File: src/rtl/alarm_pkg.sv
// -----------------------------------------------------------------------------
// alarm_pkg
// Shared types and constants for the alarm clock time path.
//   state_t        : time_keeper load FSM encoding (RUN, CHECK, COMMIT)
//   bcd_time_t     : four BCD digits hh:mm. It is shared by the time register,
//                    the alarm register and the comparator.
//   MIN_MS_MAX, HOUR_MAX, DIGIT_MAX : BCD limits of a 24-hour clock
//   bcd_time_valid : true when a bcd_time_t holds a legal 00:00..23:59 time
// -----------------------------------------------------------------------------
package alarm_pkg;

  typedef enum logic [1:0] {
    ST_RUN    = 2'd0,
    ST_CHECK  = 2'd1,
    ST_COMMIT = 2'd2
  } state_t;

  typedef struct packed {
    logic [3:0] hour_ms;
    logic [3:0] hour_ls;
    logic [3:0] min_ms;
    logic [3:0] min_ls;
  } bcd_time_t;

  localparam logic [3:0] DIGIT_MAX  = 4'd9;
  localparam logic [3:0] MIN_MS_MAX = 4'd5;
  localparam int         HOUR_MAX   = 23;

  // The last legal hour, split into its tens and units digits.
  localparam logic [3:0] HOUR_MAX_MS = 4'(HOUR_MAX / 10);
  localparam logic [3:0] HOUR_MAX_LS = 4'(HOUR_MAX % 10);

  function automatic logic bcd_time_valid(input bcd_time_t t);
    logic digits_ok;
    logic hour_ok;
    digits_ok = (t.hour_ms <= DIGIT_MAX) && (t.hour_ls <= DIGIT_MAX) &&
                (t.min_ms <= MIN_MS_MAX) && (t.min_ls <= DIGIT_MAX);
    hour_ok   = (t.hour_ms < HOUR_MAX_MS) ||
                ((t.hour_ms == HOUR_MAX_MS) && (t.hour_ls <= HOUR_MAX_LS));
    return digits_ok && hour_ok;
  endfunction

endpackage

File: src/rtl/bcd_time_incr.sv
// -----------------------------------------------------------------------------
// bcd_time_incr
// Combinational incrementer that adds a number of minutes to a BCD time.
// The number of minutes is 0..9.
//   cur        in  bcd_time_t  current legal time
//   step       in  4           minutes to add (0..9)
//   nxt        out bcd_time_t  cur + step minutes, wrapped within 24 hours
//   hour_carry out 1           minutes wrapped past :59
//   day_carry  out 1           time wrapped 23:xx -> 00:xx
// A step of at most 9 minutes can cross the :59 boundary only once. The hour
// therefore advances by at most one.
// -----------------------------------------------------------------------------
module bcd_time_incr
  import alarm_pkg::*;
(
  input  bcd_time_t  cur,
  input  logic [3:0] step,
  output bcd_time_t  nxt,
  output logic       hour_carry,
  output logic       day_carry
);

  logic [4:0] ls_sum;
  logic       min_carry;

  always_comb begin
    nxt        = cur;
    hour_carry = 1'b0;
    day_carry  = 1'b0;
    min_carry  = 1'b0;

    // Minute units. The sum is at most 9 + 9 = 18, so one subtraction of 10 is enough.
    ls_sum = {1'b0, cur.min_ls} + {1'b0, step};
    if (ls_sum > {1'b0, DIGIT_MAX}) begin
      nxt.min_ls = 4'(ls_sum - 5'd10);
      min_carry  = 1'b1;
    end else begin
      nxt.min_ls = ls_sum[3:0];
    end

    // Minute tens: 5 -> 0 carries into the hour.
    if (min_carry) begin
      if (cur.min_ms >= MIN_MS_MAX) begin
        nxt.min_ms = 4'd0;
        hour_carry = 1'b1;
      end else begin
        nxt.min_ms = cur.min_ms + 4'd1;
      end
    end

    // Hours: 23 -> 00 ends the day. 09 -> 10 and 19 -> 20 carry into the tens digit.
    if (hour_carry) begin
      if ((cur.hour_ms == HOUR_MAX_MS) && (cur.hour_ls == HOUR_MAX_LS)) begin
        nxt.hour_ms = 4'd0;
        nxt.hour_ls = 4'd0;
        day_carry   = 1'b1;
      end else if (cur.hour_ls >= DIGIT_MAX) begin
        nxt.hour_ls = 4'd0;
        nxt.hour_ms = cur.hour_ms + 4'd1;
      end else begin
        nxt.hour_ls = cur.hour_ls + 4'd1;
      end
    end
  end

endmodule

File: src/rtl/time_keeper.sv
// -----------------------------------------------------------------------------
// time_keeper
// Time-of-day register for the alarm clock. It holds BCD hh:mm in 24-hour format.
// The time advances on one_minute, or by FAST_STEP minutes per one_second while
// fast_set is high. A new time can be loaded through a valid/ready handshake.
// The load is checked before it is written.
// Parameters:
//   FAST_STEP   minutes per one_second during fast set (legal 1..9)
// Ports:
//   clock, reset                 clock, asynchronous active-high reset
//   one_second, one_minute       single-cycle timing pulses
//   fast_set                     level, selects the fast-set advance source
//   load_valid / load_ready      load handshake (ready only in RUN)
//   load_hour_ms..load_min_ls    BCD time to load
//   hour_ms..min_ls              current time, BCD, registered
//   hour_tick, day_tick          one-cycle rollover pulses (:59->:00, 23:59->00:00)
//   load_error                   one-cycle pulse when a load is rejected
// -----------------------------------------------------------------------------
module time_keeper
  import alarm_pkg::*;
#(
  parameter int unsigned FAST_STEP = 1
) (
  input  logic       clock,
  input  logic       reset,
  input  logic       one_second,
  input  logic       one_minute,
  input  logic       fast_set,
  input  logic       load_valid,
  output logic       load_ready,
  input  logic [3:0] load_hour_ms,
  input  logic [3:0] load_hour_ls,
  input  logic [3:0] load_min_ms,
  input  logic [3:0] load_min_ls,
  output logic [3:0] hour_ms,
  output logic [3:0] hour_ls,
  output logic [3:0] min_ms,
  output logic [3:0] min_ls,
  output logic       hour_tick,
  output logic       day_tick,
  output logic       load_error
);

  localparam logic [3:0] FAST_STEP_L = 4'(FAST_STEP);

  state_t     state;
  bcd_time_t  cur_time;
  bcd_time_t  shadow;
  logic       pending;
  logic [3:0] pend_step;

  logic       evt;
  logic [3:0] evt_step;
  logic       do_adv;
  logic [3:0] inc_step;
  bcd_time_t  inc_time;
  logic       inc_hour_carry;
  logic       inc_day_carry;

  // During fast set, one_minute is ignored. If a second and a minute pulse
  // arrive together, only the selected source counts, so they give one event.
  assign evt      = fast_set ? one_second : one_minute;
  assign evt_step = fast_set ? FAST_STEP_L : 4'd1;

  // In RUN, a live event and a deferred one merge into a single advance.
  // The live event sets the step size when both are present.
  assign do_adv   = (state == ST_RUN) && (evt || pending);
  assign inc_step = evt ? evt_step : pend_step;

  bcd_time_incr u_incr (
    .cur        (cur_time),
    .step       (inc_step),
    .nxt        (inc_time),
    .hour_carry (inc_hour_carry),
    .day_carry  (inc_day_carry)
  );

  assign load_ready = (state == ST_RUN);

  assign hour_ms = cur_time.hour_ms;
  assign hour_ls = cur_time.hour_ls;
  assign min_ms  = cur_time.min_ms;
  assign min_ls  = cur_time.min_ls;

  always_ff @(posedge clock or posedge reset) begin
    if (reset) begin
      state      <= ST_RUN;
      cur_time   <= '0;
      shadow     <= '0;
      pending    <= 1'b0;
      pend_step  <= 4'd1;
      hour_tick  <= 1'b0;
      day_tick   <= 1'b0;
      load_error <= 1'b0;
    end else begin
      hour_tick  <= 1'b0;
      day_tick   <= 1'b0;
      load_error <= 1'b0;
      unique case (state)
        ST_RUN: begin
          if (do_adv) begin
            cur_time  <= inc_time;
            hour_tick <= inc_hour_carry;
            day_tick  <= inc_day_carry;
          end
          pending <= 1'b0;
          if (load_valid) begin
            shadow <= '{hour_ms: load_hour_ms, hour_ls: load_hour_ls,
                        min_ms:  load_min_ms,  min_ls:  load_min_ls};
            state  <= ST_CHECK;
          end
        end
        ST_CHECK: begin
          // Events are held back until the load outcome is known.
          if (evt) begin
            pending   <= 1'b1;
            pend_step <= evt_step;
          end
          if (bcd_time_valid(shadow)) begin
            state <= ST_COMMIT;
          end else begin
            load_error <= 1'b1;
            state      <= ST_RUN;
          end
        end
        ST_COMMIT: begin
          // The loaded time replaces anything that happened during the load.
          cur_time <= shadow;
          pending  <= 1'b0;
          state    <= ST_RUN;
        end
        default: state <= ST_RUN;
      endcase
    end
  end

endmodule

File: config.mk
export PLATFORM = sky130hd
export DESIGN_NAME = time_keeper
export DESIGN_NICKNAME = d
export VERILOG_FILES = /design/src/rtl/alarm_pkg.sv /design/src/rtl/bcd_time_incr.sv /design/src/rtl/time_keeper.sv
export SDC_FILE = /design/constraint.sdc
export NUM_CORES = 1
export LEC_CHECK = 0
export CAP_MARGIN = 20
export CORE_AREA = 2 2 89 91
export DETAILED_ROUTE_END_ITERATION = 12
export DIE_AREA = 0 0 91 93
export PLACE_DENSITY = 0.48
export SLEW_MARGIN = 20
export SYNTH_ARGS = -nofsm -noshare
export SYNTH_HDL_FRONTEND = slang
export SYNTH_SLANG_ARGS = --single-unit
File: constraint.sdc
create_clock -name clock -period 3.31 [get_ports clock]
set_input_delay 0.662 -clock clock [delete_from_list [all_inputs] [get_ports clock]]
set_output_delay 0.662 -clock clock [all_outputs]
set_load 0.03 [all_outputs]
# Word level (Yosys, flattened, before mapping)
# Cells that the tools add are included.
# word_totals
regBits	42
latch_bits	0
ram_bits	0
romBits	0
inputBits	22
output_inout_bits	20
wordCells	85
n_memories	0
# classes
addsub	5
n_mul	0
div	0
order_cmp	9
eq_ne	11
n_shift	0
muxes	27
n_bitwise	0
n_reduce_logical	19
# ops
operator	count
$pmux W16 S2	1
$mux W4	6
$mux W16	1
$mux W8	2
$mux W1	13
$add A4 B1 Y4 const B	3
$eq A4 B2 Y1 const B	3
$le A4 B4 Y1 const B	3
$logic_and A1 B1 Y1	7
$ne A2 B1 Y1 const B	3
$reduce_and A2 Y1	3
$reduce_and A3 Y1	2
$add A4 B4 Y5	1
$gt A5 B4 Y1 const B	1
$ge A4 B3 Y1 const B	1
$ge A4 B4 Y1 const B	1
$le A4 B2 Y1 const B	1
$le A4 B3 Y1 const B	1
$lt A4 B2 Y1 const B	1
$mux W2	2
$ne A2 B2 Y1 const B	2
$pmux W2 S2	1
$reduce_and A4 Y1	1
$reduce_bool A2 Y1	2
other kinds (8)	9

# Depth between registers and ports, before layout
# Gate-level depths: netlist of run 1.
# logic_depth
ltp_word	9
mapped_depth	13
mapped_depth_nobuf	12

# Hierarchy
# A second synthesis of run 1 with hierarchy kept.
# hier_totals
hier_cells	257
area_unflattened_um2	2680.1
# by_module_without_submodules
mod	n_inst	cells_each	area_each_um2	seq_area_each_um2
time_keeper	1	168	2025.7	1052.3
bcd_time_incr	1	89	654.4	0.0

# Worst setup path before layout of run 1
# No wires, ideal clock.
# synth_timing
path_type	input-to-reg
from	input port fast_set
to	register cur_time (netlist bit hour_ms[1])
arrival_time_ns	3.419
setup_slack_ns	-0.234
cell_stages	12
path_buffers	0
cell_sequence	mux2i_1 -> nand2b_1 -> ha_1 -> fa_1 -> xnor2_1 -> ha_1 -> nor2b_1 -> a31o_2 -> o31ai_4 -> a21oi_2 -> nor2_1 -> mux2_2
# synth_via
elab_chain_len	8
elab_cells_between_ends	11
classes_between	add/sub: 1; order compare: 1; eq/ne: 2; mux: 4; reduce/logical: 3
# synth_rtl
item	line	text
start: declaration	time_keeper.sv:28	input logic fast_set,
$mux W1	time_keeper.sv:62	assign evt = fast_set ? one_second : one_minute;
$mux W4	-	
named net inc_step[0]	time_keeper.sv:55	logic [3:0] inc_step;
$add A4 B4 Y5	bcd_time_incr.sv:33	ls_sum = {1'b0, cur.min_ls} + {1'b0, step};
$gt A5 B4 Y1	bcd_time_incr.sv:34	if (ls_sum > {1'b0, DIGIT_MAX}) begin
$mux W1	bcd_time_incr.sv:34	
$mux W1	bcd_time_incr.sv:42	if (min_carry) begin
$ne A2 B1 Y1 (no line)	-	
$reduce_and A4 Y1 (no line)	-	
end signal: assignment	time_keeper.sv:102	cur_time <= inc_time;
end signal: assignment	time_keeper.sv:128	cur_time <= shadow;
end: declaration	time_keeper.sv:47	bcd_time_t cur_time;
# The timed path passes the listed nets, and every way through them passes these cells.
# A chain may end at the register's enable or synchronous reset.

# Worst setup path in the final report of run 1
# layout_timing
from	input port fast_set
to	register cur_time (netlist bit hour_ls[3])
# layout_via
elab_chain_len	8
elab_cells_between_ends	11
classes_between	add/sub: 1; order compare: 1; eq/ne: 2; mux: 4; reduce/logical: 3
# layout_rtl
item	line
$mux W1	time_keeper.sv:62
$mux W4	-
named net inc_step[0]	time_keeper.sv:55
$add A4 B4 Y5	bcd_time_incr.sv:33
$gt A5 B4 Y1	bcd_time_incr.sv:34
$mux W1	bcd_time_incr.sv:34
$mux W1	bcd_time_incr.sv:42
$ne A2 B1 Y1 (no line)	-
$reduce_and A3 Y1 (no line)	-
# The timed path passes the listed nets, and every way through them passes these cells.

==> summary.txt, run 1 <==
Route
  • Total Routed Length: 5110 µm
  • Routed vias: 1711
  • Vias/cell: 4.69
  • Drt pass-1 iters: 4
  • # DRC: 0
  • Iter 0 DRT Violations: 99
  • ANT nets after route: 0
  • DR WL/cell: 14.0 µm

Final layout
  • Area Growth Syn to Fin: 35.2%
  • NumNets Final: 298
  • Share of cells above drive strength 1: 0.240
  • Fillers: 789
  • Utilization after layout: 0.398
  • Ant diodes: 0

Synth
  • Seq/Total Area, Yosys: 0.475
  • Post-synth EDFFs: 0
  • Mapped Cells: 203
  • Post-synthesis average cell area: 10.9 µm²
  • Distinct cells, synth: 41
  • Mapped Area: 2210 µm²
  • Seq cells post-synth: 42
  • Predominant post-synthesis flop cell: dfrtp_1
  • Syn_nets: 239
  • Syn. warnings: 0
  • Asr flop ratio synth: 1.00

STA
  • Worst Skew: 7.96 ps
  • FMAX: 0.316 GHz
  • Final setup violation count: 0
  • Least-Margin Pin Slew: 832 ps
  • Final hold vios: 0
  • Final Cycle Share: 0.956
  • Final total negative setup slack: 0 ps
  • Max-Slew Margin vs Limit: 0.444
  • Fin crit period: 3160 ps
  • Count of pins over their slew limit: 0

Critical path
  • Type of element launching the critical path: primary input
  • RR Startpoint: pend_step[0]
  • Worst Path Max Fanout: 4
  • Crit-path slowest cell: fa_2
  • Worst R2R Path Depth: 11
  • Slowest stage delay, CP: 560 ps
  • Reg-to-reg slack, setup: 420 ps
  • Worst Setup End Kind: flip-flop
  • CP cell instances: buf_4 > mux2i_4 > nand2b_1 > ha_2 > fa_2 > inv_2 > ha_4 > nor2b_1 > a31o_2 > o31ai_4 > a21oi_4 > a41o_2 > a221o_1
  • FF-to-FF End: hour_ls[3]
  • Critical path class: primary input to flip-flop
  • CP required: 3490 ps
  • Worst path arrival time: 3340 ps

Power and ir drop
  • Power per Cell Area: 826 nW/µm²
  • Leakage Power: 1.29 nW
  • Worst IR Drop VDD: 339 µV

Global routing
  • Initial antenna violation count: 0
  • GRT Resource Usage Total: 0.127
  • Grt total ovfl: 0
  • First-pass GRT wire length: 8670 µm
  • Pin count of the biggest net entering global routing: 43
  • Vias in the first global route: 1727

Floorplan
  • Die Ht: 93 µm
  • Area of the core: 7530 µm²
  • Die area: 8460 µm²
  • IO Pins: 42
  • Starting Density: 0.294
  • Row count: 32
  • Die W: 91 µm

Worst hold path
  • Hold EP: pend_step[1]
  • Worst hold stages: 1
  • Hold Path Origin: pend_step[1]
  • Type of the tightest min-delay check: flip-flop to flip-flop

CTS
  • Clock buffer depth: 2
  • CTS Buf Count: 5
  • CTS H-Tree Depth: 2
  • Worst-Skew Late Latency: 290 ps
  • Clock transition at path regs: 80 ps
  • CTS tree: built
  • Clock Tree Root: clkbuf_8
  • Clk sink count: 42

Place
  • Dpl hpwl: 3780 µm
  • Gpl congestion: 0.742
  • Number of I/O port buffers: 41

Status
  • Outcome: finished clean

Job
  • Max Cap Viol: 0
==> cell usage in the layout, fill, tap and decap left out, drive strengths merged, types with 2 or more instances in the layout <==
| master | synthesis | routed |
|---|---|---|
| buf | 2 | 20 |
| mux2 | 18 | 18 |
| o22ai | 3 | 3 |
| xnor2 | 2 | 2 |
| and2 | 4 | 4 |
| o21ai | 5 | 5 |
| a21oi | 14 | 14 |
| inv | 9 | 9 |
| dfrtp | 41 | 41 |
| and3 | 4 | 4 |
| nand2 | 8 | 8 |
| nor3b | 3 | 3 |
| o31ai | 5 | 5 |
| a2111oi | 2 | 2 |
| mux2i | 3 | 3 |
| nor3 | 4 | 4 |
| nor2b | 8 | 8 |
| a211oi | 3 | 3 |
| nand3 | 5 | 5 |
| nor2 | 15 | 15 |
| a221o | 4 | 4 |
| a21o | 2 | 2 |
| clkdlybuf4s50 | 0 | 38 |
| ha | 13 | 13 |
| clkbuf | 6 | 9 |
| nand2b | 7 | 7 |
==> timing repair <==
action                                  4_1_cts  5_1_grt
hold buffers                                  0        0
endpoints found under the setup margin       15       13
buffers inserted                              0        2
pin swaps                                     3        4
gates resized for setup                       8       10
==> registers in the layout, indices dropped and copies added (netlist names) <==
| register | flops |
|---|---|
| shadow | 16 |
| load_error | 1 |
| pending | 1 |
| min_ms | 4 |
| day_tick | 1 |
| hour_tick | 1 |
| hour_ms | 4 |
| hour_ls | 4 |
| min_ls | 4 |
| pend_step | 4 |
| state | 2 |
==> where the power goes <==
| group | switching (W) | leakage [nW] | total (W) | internal, W |
|---|---|---|---|---|
| Combinational | 0.000657 | 0.725 | 0.00134 | 0.000680 |
| Sequential | 0.000152 | 0.516 | 0.000794 | 0.000642 |
| Clock | 0.000173 | 0.0482 | 0.000342 | 0.000169 |
| Total | 0.000983 | 1.29 | 0.00247 | 0.00149 |
==> area by class of cell <==
cell class	count	area [µm²]	area share
Timing Repair Buffer	60	544	0.182
Sequential cell	42	1050	0.351
Tap cell	102	128	0.0426
Inverter	9	33.8	0.0113
Clock buffer	7	86.3	0.0288
Clock inverter	1	5.00	0.00167
Multi-Input combinational cell	144	1140	0.382
==> per-layer routing <==
metal	vias up	global-route usage	wire, µm
met1	822	0.179	2430
met3	4	0.0274	236
met5	-	0	0
met4	0	0.0366	70
met2	34	0.199	2370
li1	851	-	-
==> stage by stage <==
| stage | total power (W) | cells | cell area [µm²] | hold slack (ps) | setup WS (ps) |
|---|---|---|---|---|---|
| after floorplan | 0.00158 | 203 | 2240 | 455 | 4.72 |
| after global routing | 0.00267 | 365 | 2990 | 543 | -4.38 |
| after detailed placement | 0.00207 | 355 | 2870 | 484 | -602 |
| after global placement | 0.00208 | 355 | 2870 | 480 | -551 |
| final | 0.00247 | 365 | 2990 | 501 | 146 |
| after CTS | 0.00243 | 363 | 2960 | 512 | 0.247 |
==> Yosys cell counts, drive strengths merged, types with 3 or more instances <==
cell type | number | area, µm²
nand2b | 7 | 43.8
mux2i | 3 | 30.0
and3 | 4 | 25.0
nand3 | 5 | 25.0
a211oi | 3 | 22.5
ha | 13 | 163
o31ai | 5 | 51.3
and2 | 4 | 25.0
nor3 | 4 | 20.0
dfrtp | 41 | 1030
nor3b | 3 | 22.5
nor2 | 15 | 56.3
nand2 | 8 | 30.0
o21ai | 5 | 25.0
clkbuf | 6 | 22.5
a221o | 4 | 40.0
inv | 9 | 33.8
nor2b | 8 | 50.1
o22ai | 3 | 18.8
mux2 | 18 | 203
a21oi | 14 | 73.8
==> worst max-delay path by stage <==
stage	from	to	slack (ps)	depth (start not counted)
detailed placement	fast_set	hour_ls[3]	-600	13
CTS	one_minute	hour_ls[3]	0.2	13
global route	fast_set	hour_ls[3]	-4	13
global placement	fast_set	hour_ls[3]	-550	13
floorplan	fast_set	hour_ls[3]	5	12
finish	fast_set	hour_ls[3]	150	13
==> critical path: cells and delay by family <==
family,cells,cell delay [ps]
AO/OA/AOI/OAI,5,1210
adder cells (fa/ha/maj),3,900
multiplexers,1,220
AND/OR/NAND/NOR,2,210
buffers and inverters,2,150
==> logic make-up after synthesis <==
family,Yosys count,synth area share
compound gates,46,0.150
buf+inv,17,0.0328
simple gates,61,0.146
xor+xnor,2,0.00791
mux,21,0.105
flops,42,0.475
fa+ha+maj,14,0.0825
No activity file was read; power rests on OpenSTA's default activity.
==> inputs of run 2 (changes only) <==
Settings changed: CORE_AREA 2 2 89 91 to 2 2 74 76, DIE_AREA 0 0 91 93 to 0 0 76 78, PLACE_DENSITY 0.48 to 0.66.
==> run 2 against run 1 <==
Effect of this change:
- power rose by 0.44%
- first-iteration DRC count rose by 16%
- non-clock buffer count rose by 2
- sequential cell count did not move
- die area fell by 30%
- via count fell by 0.12%
- clock power barely moved
- clock skew rose by 8.5 ps
- sequential share of layout area rose by 0.24 points
- register-to-register slack improved by 30 ps
- final cell count fell by 8.2%
- largest cell class unchanged
- sequential power barely moved
==> summary.txt, run 2 (synthesized netlist as in run 1, its figures left out) <==
Status
  • Outcome: finished clean

CTS
  • Worst-Skew Late Latency: 290 ps
  • CTS H-Tree Depth: 2
  • CTS Buf Count: 5
  • Clk sink count: 42
  • Clock Tree Root: clkbuf_8
  • Clock buffer depth: 2
  • CTS Hold Bufs: 0
  • Clock transition at path regs: 90 ps
  • CTS tree: built

Critical path
  • Worst R2R Path Depth: 11
  • RR Startpoint: pend_step[0]
  • Type of element launching the critical path: primary input
  • Worst Path Max Fanout: 4
  • Reg-to-reg slack, setup: 450 ps
  • FF-to-FF End: hour_ls[3]
  • Worst Setup End Kind: flip-flop
  • End of the critical path: hour_ls[3]
  • CP required: 3470 ps
  • Critical path class: primary input to flip-flop
  • Worst path arrival time: 3340 ps
  • Crit path from: one_minute

Power and ir drop
  • Switching share of power: 0.393
  • Sequential share of power: 0.319
  • Clock power frac: 0.137
  • Logic pwr share: 0.544
  • Switching Power: 0.000975 W
  • Internal power: 0.00151 W
  • Leakage Power: 1.30 nW
  • Total power: 0.00248 W
  • Power per Cell Area: 835 nW/µm²
  • Worst IR Drop VDD: 336 µV

STA
  • Least-Margin Pin Slew: 790 ps
  • Final hold vios: 0
  • Max-Slew Margin vs Limit: 0.474
  • FMAX: 0.315 GHz
  • Final total negative setup slack: 0 ps
  • Unrepaired setup endpoints after global routing: no
  • Final Cycle Share: 0.960
  • Worst Skew: 16.5 ps
  • Count of pins over their slew limit: 0
  • Final setup violation count: 0
  • Fin crit period: 3180 ps

Floorplan
  • Die area: 5930 µm²
  • IO Pins: 42
  • Area of the core: 5040 µm²
  • Row count: 26
  • Die Ht: 78 µm
  • Die W: 76 µm
  • Starting Density: 0.439

Final layout
  • Ant diodes: 0
  • Largest register FFs: 16
  • Commonest cells after routing, fill and taps aside: dfrtp_1 (41), clkdlybuf4s50_1 (38), buf_4 (20)
  • Area Growth Syn to Fin: 34.3%
  • Design area: 2970 µm²
  • Commonest non-fill, non-tap cell in the layout: dfrtp_1
  • Share of cells above drive strength 1: 0.249
  • NumNets Final: 300
  • Largest Register: shadow

Place
  • Gpl congestion: 0.792
  • Placed Area: 2820 µm²
  • Dpl hpwl: 3460 µm
  • Number of I/O port buffers: 41

Route
  • Total Routed Length: 4660 µm
  • Iter 0 DRT Violations: 115
  • DR WL/cell: 13.9 µm
  • # DRC: 0
  • ANT nets after route: 0
  • Routed vias: 1709
  • Drt pass-1 iters: 4
  • Vias/cell: 5.10

Global routing
  • GRT Resource Usage Total: 0.169
  • Grt total ovfl: 0
  • Vias in the first global route: 1696
  • Pin count of the biggest net entering global routing: 43
  • First-pass GRT wire length: 8030 µm
  • Initial antenna violation count: 0

Worst hold path
  • Type of the tightest min-delay check: flip-flop to flip-flop

Job
  • Max Cap Viol: 0
-- run 2: changes by cell type in the layout (fill, tap and decap cells not counted), sizes merged --
| cell | change |
|---|---|
| buf | +2 |
| clkbuf | -2 |
| clkdlybuf4s15 | +2 |
-- run 2: timing repair --
| action | CTS | global route |
|---|---|---|
| resized for setup | 10 | 6 |
| pin swaps | 3 | 4 |
| endpoints found under the setup margin | 14 | 11 |
| buffers inserted | 2 | 3 |
-- run 2: power groups by stage --
stage | Combinational [W] | Sequential, W | Clock (W)
after floorplan | 0.000646 | 0.000937 | 0
after global placement | 0.00124 | 0.000799 | 0
after detailed placement | 0.00125 | 0.000800 | 0
after CTS | 0.00130 | 0.000791 | 0.000351
after global routing | 0.00149 | 0.000816 | 0.000376
final | 0.00135 | 0.000793 | 0.000341
-- run 2: area by class of cell --
type / count / area, µm²
Clock buffer: 7 / 86.3
Clock inverter: 1 / 5.00
Fill cell: 450 / 2070
Inverter: 9 / 33.8
Multi-Input combinational cell: 144 / 1140
Sequential cell: 42 / 1050
Tap cell: 70 / 87.6
Timing Repair Buffer: 62 / 567
-- run 2: layer usage --
metal / up-vias / wire (µm) / GRT usage
met5: - / 0 / 0
met4: 0 / 27 / 0.0327
met3: 2 / 167 / 0.0372
met2: 37 / 2110 / 0.263
met1: 816 / 2360 / 0.244
li1: 854 / - / -
-- run 2: how the worst min path moves through the flow --
stage,from,endpoint,slack [ps],cells past startpoint
after detailed placement,pend_step[1],pend_step[1],480,1
after CTS,pend_step[2],pend_step[2],500,1
after global placement,pend_step[1],pend_step[1],480,1
after global routing,pend_step[1],pend_step[1],520,1
after floorplan,pend_step[1],pend_step[1],460,1
final,pend_step[2],pend_step[2],500,1
-- run 2: through the flow --
step / setup WS, ps / instances / utilization / hold WS [ps]
2_1_floorplan: 4.72 / 203 / - / 455
3_3_place_gp: -576 / 322 / 0.560 / 478
3_5_place_dp: -613 / 322 / 0.560 / 481
4_1_cts: 1.31 / 332 / 0.581 / 504
5_1_grt: 2.44 / 335 / 0.590 / 524
6_report: 131 / 335 / 0.590 / 504
-- run 2: worst max-delay path: stages --
cell	delay (ps)
clkdlybuf4s15_1	190
mux2i_4	160
nand2b_1	80
ha_2	190
fa_2	560
inv_2	40
ha_2	160
nor2b_1	120
a31o_2	230
o31ai_4	260
a21oi_2	140
a41o_2	260
a221o_1	280
